### config.mk
export PLATFORM = sky130hd
export DESIGN_NAME = div_seq_top
export DESIGN_NICKNAME = d
export VERILOG_FILES = /design/src/rtl/div_seq_top.sv
export SDC_FILE = /design/constraint.sdc
export NUM_CORES = 1
export LEC_CHECK = 0
export CORE_UTILIZATION = 57
export DETAILED_ROUTE_END_ITERATION = 10
export DONT_BUFFER_PORTS = 1
export HOLD_SLACK_MARGIN = 0.12
export PLACE_DENSITY = 0.72
export SLEW_MARGIN = 20
export SYNTH_ARGS = -nofsm -noshare
export SYNTH_HDL_FRONTEND = slang
export SYNTH_SLANG_ARGS = --single-unit
### constraint.sdc
create_clock -name i_clk -period 4 [get_ports i_clk]
set_input_delay 0.8 -clock i_clk [delete_from_list [all_inputs] [get_ports i_clk]]
set_output_delay 0.8 -clock i_clk [all_outputs]
set_load 0.02 [all_outputs]
### src/rtl/div_seq_top.sv
// Sequential restoring divider: 2*WIDTH-bit dividend / WIDTH-bit divisor, one quotient bit per clock.
// Optional DIV_ZERO_DETECT_EN: b==0 short-circuits to a flagged result (dz) instead of iterating.
module div_seq_top #(
  parameter int unsigned WIDTH = 6
) (
  input  logic                 i_clk,
  input  logic                 i_rst,
  input  logic                 i_start,
  input  logic [2*WIDTH-1:0]   i_a,
  input  logic [WIDTH-1:0]     i_b,
  output logic                 o_busy,
  output logic                 o_done,
  output logic [2*WIDTH-1:0]   o_quotient,
  output logic [WIDTH-1:0]     o_remainder,
  output logic                 o_dz
);

  localparam int unsigned CntW = $clog2(2 * WIDTH + 1);
  localparam logic [CntW-1:0] LastCnt = CntW'(2 * WIDTH - 1);

  typedef enum logic [1:0] {StIdle, StRun, StDone} state_e;

  state_e               r_state, w_state_nx;
  logic [2*WIDTH-1:0]   r_dvd;
  logic [WIDTH-1:0]     r_dvs;
  logic [WIDTH-1:0]     r_rem;
  logic [CntW-1:0]      r_cnt;
  logic [2*WIDTH-1:0]   r_quo;
  logic [WIDTH-1:0]     r_rem_out;

  logic                 w_accept;
  logic                 w_run;
  logic                 w_last;
  logic                 w_zero_b;
  logic [WIDTH:0]       w_rem_sh;
  logic                 w_ge;
  logic [WIDTH-1:0]     w_rem_nx;
  logic [2*WIDTH-1:0]   w_dvd_nx;

  assign w_accept = (r_state == StIdle) && i_start;
  assign w_run    = (r_state == StRun);
  assign w_last   = w_run && (r_cnt == LastCnt);

`ifdef DIV_ZERO_DETECT_EN
  assign w_zero_b = (i_b == '0);
`else
  assign w_zero_b = 1'b0;
`endif

  // Stored remainder is always < divisor after the restore, so its (WIDTH+1)th bit is
  // implicitly zero and only appears in the shifted compare value.
  assign w_rem_sh = {r_rem, r_dvd[2*WIDTH-1]};
  assign w_ge     = (w_rem_sh >= {1'b0, r_dvs});
  assign w_rem_nx = w_ge ? WIDTH'(w_rem_sh - {1'b0, r_dvs}) : w_rem_sh[WIDTH-1:0];
  // Dividend register doubles as the quotient: bits shift out the top, quotient bits in the bottom.
  assign w_dvd_nx = {r_dvd[2*WIDTH-2:0], w_ge};

  always_ff @(posedge i_clk or posedge i_rst) begin
    if (i_rst) begin
      r_state <= StIdle;
    end else begin
      r_state <= w_state_nx;
    end
  end

  always_comb begin
    w_state_nx = r_state;
    o_busy     = 1'b0;
    o_done     = 1'b0;
    unique case (r_state)
      StIdle: begin
        if (i_start) begin
          w_state_nx = w_zero_b ? StDone : StRun;
        end
      end
      StRun: begin
        o_busy = 1'b1;
        if (r_cnt == LastCnt) begin
          w_state_nx = StDone;
        end
      end
      StDone: begin
        o_busy     = 1'b1;
        o_done     = 1'b1;
        w_state_nx = StIdle;
      end
      default: w_state_nx = StIdle;
    endcase
  end

  always_ff @(posedge i_clk or posedge i_rst) begin
    if (i_rst) begin
      r_dvd <= '0;
      r_dvs <= '0;
      r_rem <= '0;
      r_cnt <= '0;
    end else if (w_accept) begin
      r_dvd <= i_a;
      r_dvs <= i_b;
      r_rem <= '0;
      r_cnt <= '0;
    end else if (w_run) begin
      r_dvd <= w_dvd_nx;
      r_rem <= w_rem_nx;
      r_cnt <= r_cnt + CntW'(1);
    end
  end

`ifdef DIV_ZERO_DETECT_EN
  logic r_dz;

  always_ff @(posedge i_clk or posedge i_rst) begin
    if (i_rst) begin
      r_quo     <= '0;
      r_rem_out <= '0;
      r_dz      <= 1'b0;
    end else if (w_last) begin
      r_quo     <= w_dvd_nx;
      r_rem_out <= w_rem_nx;
      r_dz      <= 1'b0;
    end else if (w_accept && w_zero_b) begin
      r_quo     <= '1;
      r_rem_out <= '0;
      r_dz      <= 1'b1;
    end
  end

  assign o_dz = r_dz;
`else
  always_ff @(posedge i_clk or posedge i_rst) begin
    if (i_rst) begin
      r_quo     <= '0;
      r_rem_out <= '0;
    end else if (w_last) begin
      r_quo     <= w_dvd_nx;
      r_rem_out <= w_rem_nx;
    end
  end

  assign o_dz = 1'b0;
`endif

  assign o_quotient  = r_quo;
  assign o_remainder = r_rem_out;

endmodule

==> metrics.md <==
| Metric | Value |
|---|---|
| Routed WL | 4420 um |
| Register bit total from synthesis | 48 |
| Num CTS Buffers | 5 |
| H-tree Lvls | 2 |
| Number of enable flip-flop cells after synthesis | 0 |
| Final worst-path cycle share | 0.5611 |
| GR Overflow Total | 0 |
| DRT iter0 DRCs | a little over 80 |
| Mapped Area | roughly 2400 sq um |
| Unrepaired setup endpoints after global routing | false |
| CTS Hold Buffers Added | 0 |
| Total power | around 2.1 mW |
| Synth warnings | 0 |
| CTS max path bufs | 2 |
| IO buf count | 0 |
| Die Area | roughly 4500 sq um |
| # DRC | 0 |
| Vias per std cell | roughly 5.8 |
| Reg2reg setup slack | 1760 ps |
| Final hold violations | 0 |
| CP peak stage delay | 410 ps |
| Ys flop type | dfrtp_1 |
| Largest fanout on the critical path | 10 |
| Top cell type's share of synthesized area | 0.4979 |
| Postcts setup bufs | 0 |
| Most frequent cells in the layout | dfrtp_1 (48), nand2_1 (30), o21ai_0 (25) |
| Boundary pin count | 42 |
| Initial antenna violation count | 0 |
| Commonest non-fill, non-tap cell in the layout | dfrtp_1 |
| Share of layout cells above drive strength 1 | 0.1171 |
| Root Driver | clkbuf_8 |
| CTS-repair resized insts | 0 |
| DPL Wire Length | between 3000 and 4000 um |
| Core area | a little over 4000 sq um |
| All-layer global routing usage | 0.2171 |
| TritonCTS clock tree | done |
| Worst min-delay path class | input port to async pin |
| Fin Setup TNS | 0 ps |
| DR pass1 iterations | 4 |
| Initial Util | 0.5988 |
| Routed len/inst | 16.25 um |
| Peak VDD IR | 0.0004263 V |
| Clock sinks | 48 |
| Cell family with most CP delay | compound AO/OA/AOI/OAI gates |
| Synth unique cells | 40 |
| Net Count, Synth | approximately 260 |
| Post-synthesis sequential area ratio | 0.4979 |
| Vias | 1565 |
| Power per cell area | approximately 850 nW/um^2 |
| Worst Path Arrival | 2410 ps |
| Worst-Skew Late Latency | 290 ps |
| Critical Path Sink Type | flop |
| Antenna diode count | 0 |
| Ys async rst share | 1.000 |
| Vias in the first global route | 1520 |
| Largest area contributor in the netlist | dfrtp_1 |
| Syn avg cell area | 10.72 sq um |
| Die Y | between 60 and 70 um |
| CP max stage cell | dfrtp_1 |
| WP buf/inv | 0 |
| Cell count after synthesis | 225 |
| ANT nets after route | 0 |
| First-pass GRT wire length | 7044 um |
| Site row count | 23 |
| Final setup fails | 0 |
| CP Launch Type | flop |
| Gp weighted congestion | 0.8145 |
| Worst EP required | 4170 ps |
| P&R area growth vs syn | 3.838% |
| Fin. max-slew vios | 0 |
| Critical path class | flop to flop |
| Clock Skews | 4.154 ps |
| Synth top area cells | dfrtp_1 (50%), mux2i_1 (6.6%), ha_1 (6.2%) |
| Clock transition at path regs | ~90 ps |
| Max-Cap Viols | 0 |
| Max transition margin | 0.4588 |
| Status | finished, final reports clean |
| Die X-Extent | roughly 67 um |
| Tmin final | 2244 ps |
| Highest clock rate | 445.5 MHz |
| Leakage | 1.196 nW |
| NumNets Final | 255 |
| Largest net degree at the start of global routing | ~50 |
| Slew of the pin with the lowest slew margin | 810.9 ps |
| Crit-path cells | ha_1 -> a21o_1 -> a211o_1 -> a41oi_4 -> mux2i_1 -> a21oi_1 |
## Yosys cell counts (2+ instances only)
cell	number
o221ai_1	2
xnor2_1	2
nand2_1	30
buf_6	2
o21ai_0	25
ha_1	12
dfrtp_1	48
o22ai_1	2
o21ai_1	6
inv_1	11
nand2b_1	2
mux2i_1	16
nor2b_1	4
a21oi_1	9
nor2_1	5
clkbuf_1	8
buf_4	2
xor2_1	4
a21o_1	3
mux2_2	11
a211o_1	2
## registers in the layout (all words and copies together) (netlist names)
| signal | cells |
|---|---|
| r_cnt | 4 |
| r_state | 2 |
| r_dvd | 12 |
| r_dvs | 6 |
| r_rem | 6 |
| o_remainder | 6 |
| o_quotient | 12 |
## cell families (layout without fill, tap and decap cells)
kind of cell               after synthesis  after routing  share of synthesized area
xor gates and xnor gates                 6              6                    0.02178
adders and majority gates               13             13                    0.07054
DFF                                     48             48                     0.4979
other                                    1              1                   0.001555
muxes                                   27             27                     0.1177
buffers and inverters                   24             21                    0.04720
and+or+nand+nor                         50             50                    0.09856
AOI/OAI and AO/OA                       56             56                     0.1447
## power breakdown
part / switching, mW / internal (mW) / total (mW) / leakage, nW
registers: 0.146 / 0.650 / 0.796 / 0.625
clock network: 0.155 / 0.125 / 0.280 / 0.0424
logic: 0.608 / 0.453 / 1.06 / 0.529
total: 0.910 / 1.23 / 2.14 / 1.20
## path summary, 6_finish.rpt
check	from	endpoint	depth (start not counted)
worst min register to register	r_dvs[0]	r_dvs[0]	2
max in group asynchronous	i_rst	r_dvs[0]	1
worst max register to register	r_rem[3]	r_rem[1]	6
worst min-delay path	i_rst	o_remainder[5]	1
min in group i_clk	r_dvs[0]	r_dvs[0]	2
worst max-delay path	r_rem[3]	r_rem[1]	6
## area by class of cell
type,instances,area (sq um)
timing repair buffer,2,15.01
multi-input combinational,153,1099
inverter,11,42.54
clock buffer,7,76.32
fill,358,1524
clock inverter,1,8.758
sequential,48,1201
tap,50,62.56
## metrics by stage
step,utilization,cell area [sq um],hold slack [ps],worst slack (ps),std cells
CTS,0.6214,2504,551.1,1753,272
finish,0.6217,2505,511.0,1756,272
global placement,0.6000,2417,514.4,1857,264
global route,0.6217,2505,568.5,1624,272
floorplan,-,2412,475.4,1987,225
detailed placement,0.6003,2419,530.3,1780,264
## layer usage
layer,part of all wire,GRT usage,vias to the layer above,wire (um)
met1,0.43,0.2514,752,1888
met4,0.016,0.06649,0,69
met5,0,0,-,0
met2,0.51,0.3750,38,2248
li1,-,-,767,-
met3,0.048,0.07192,8,214
Power figures use the tool's default switching activity.
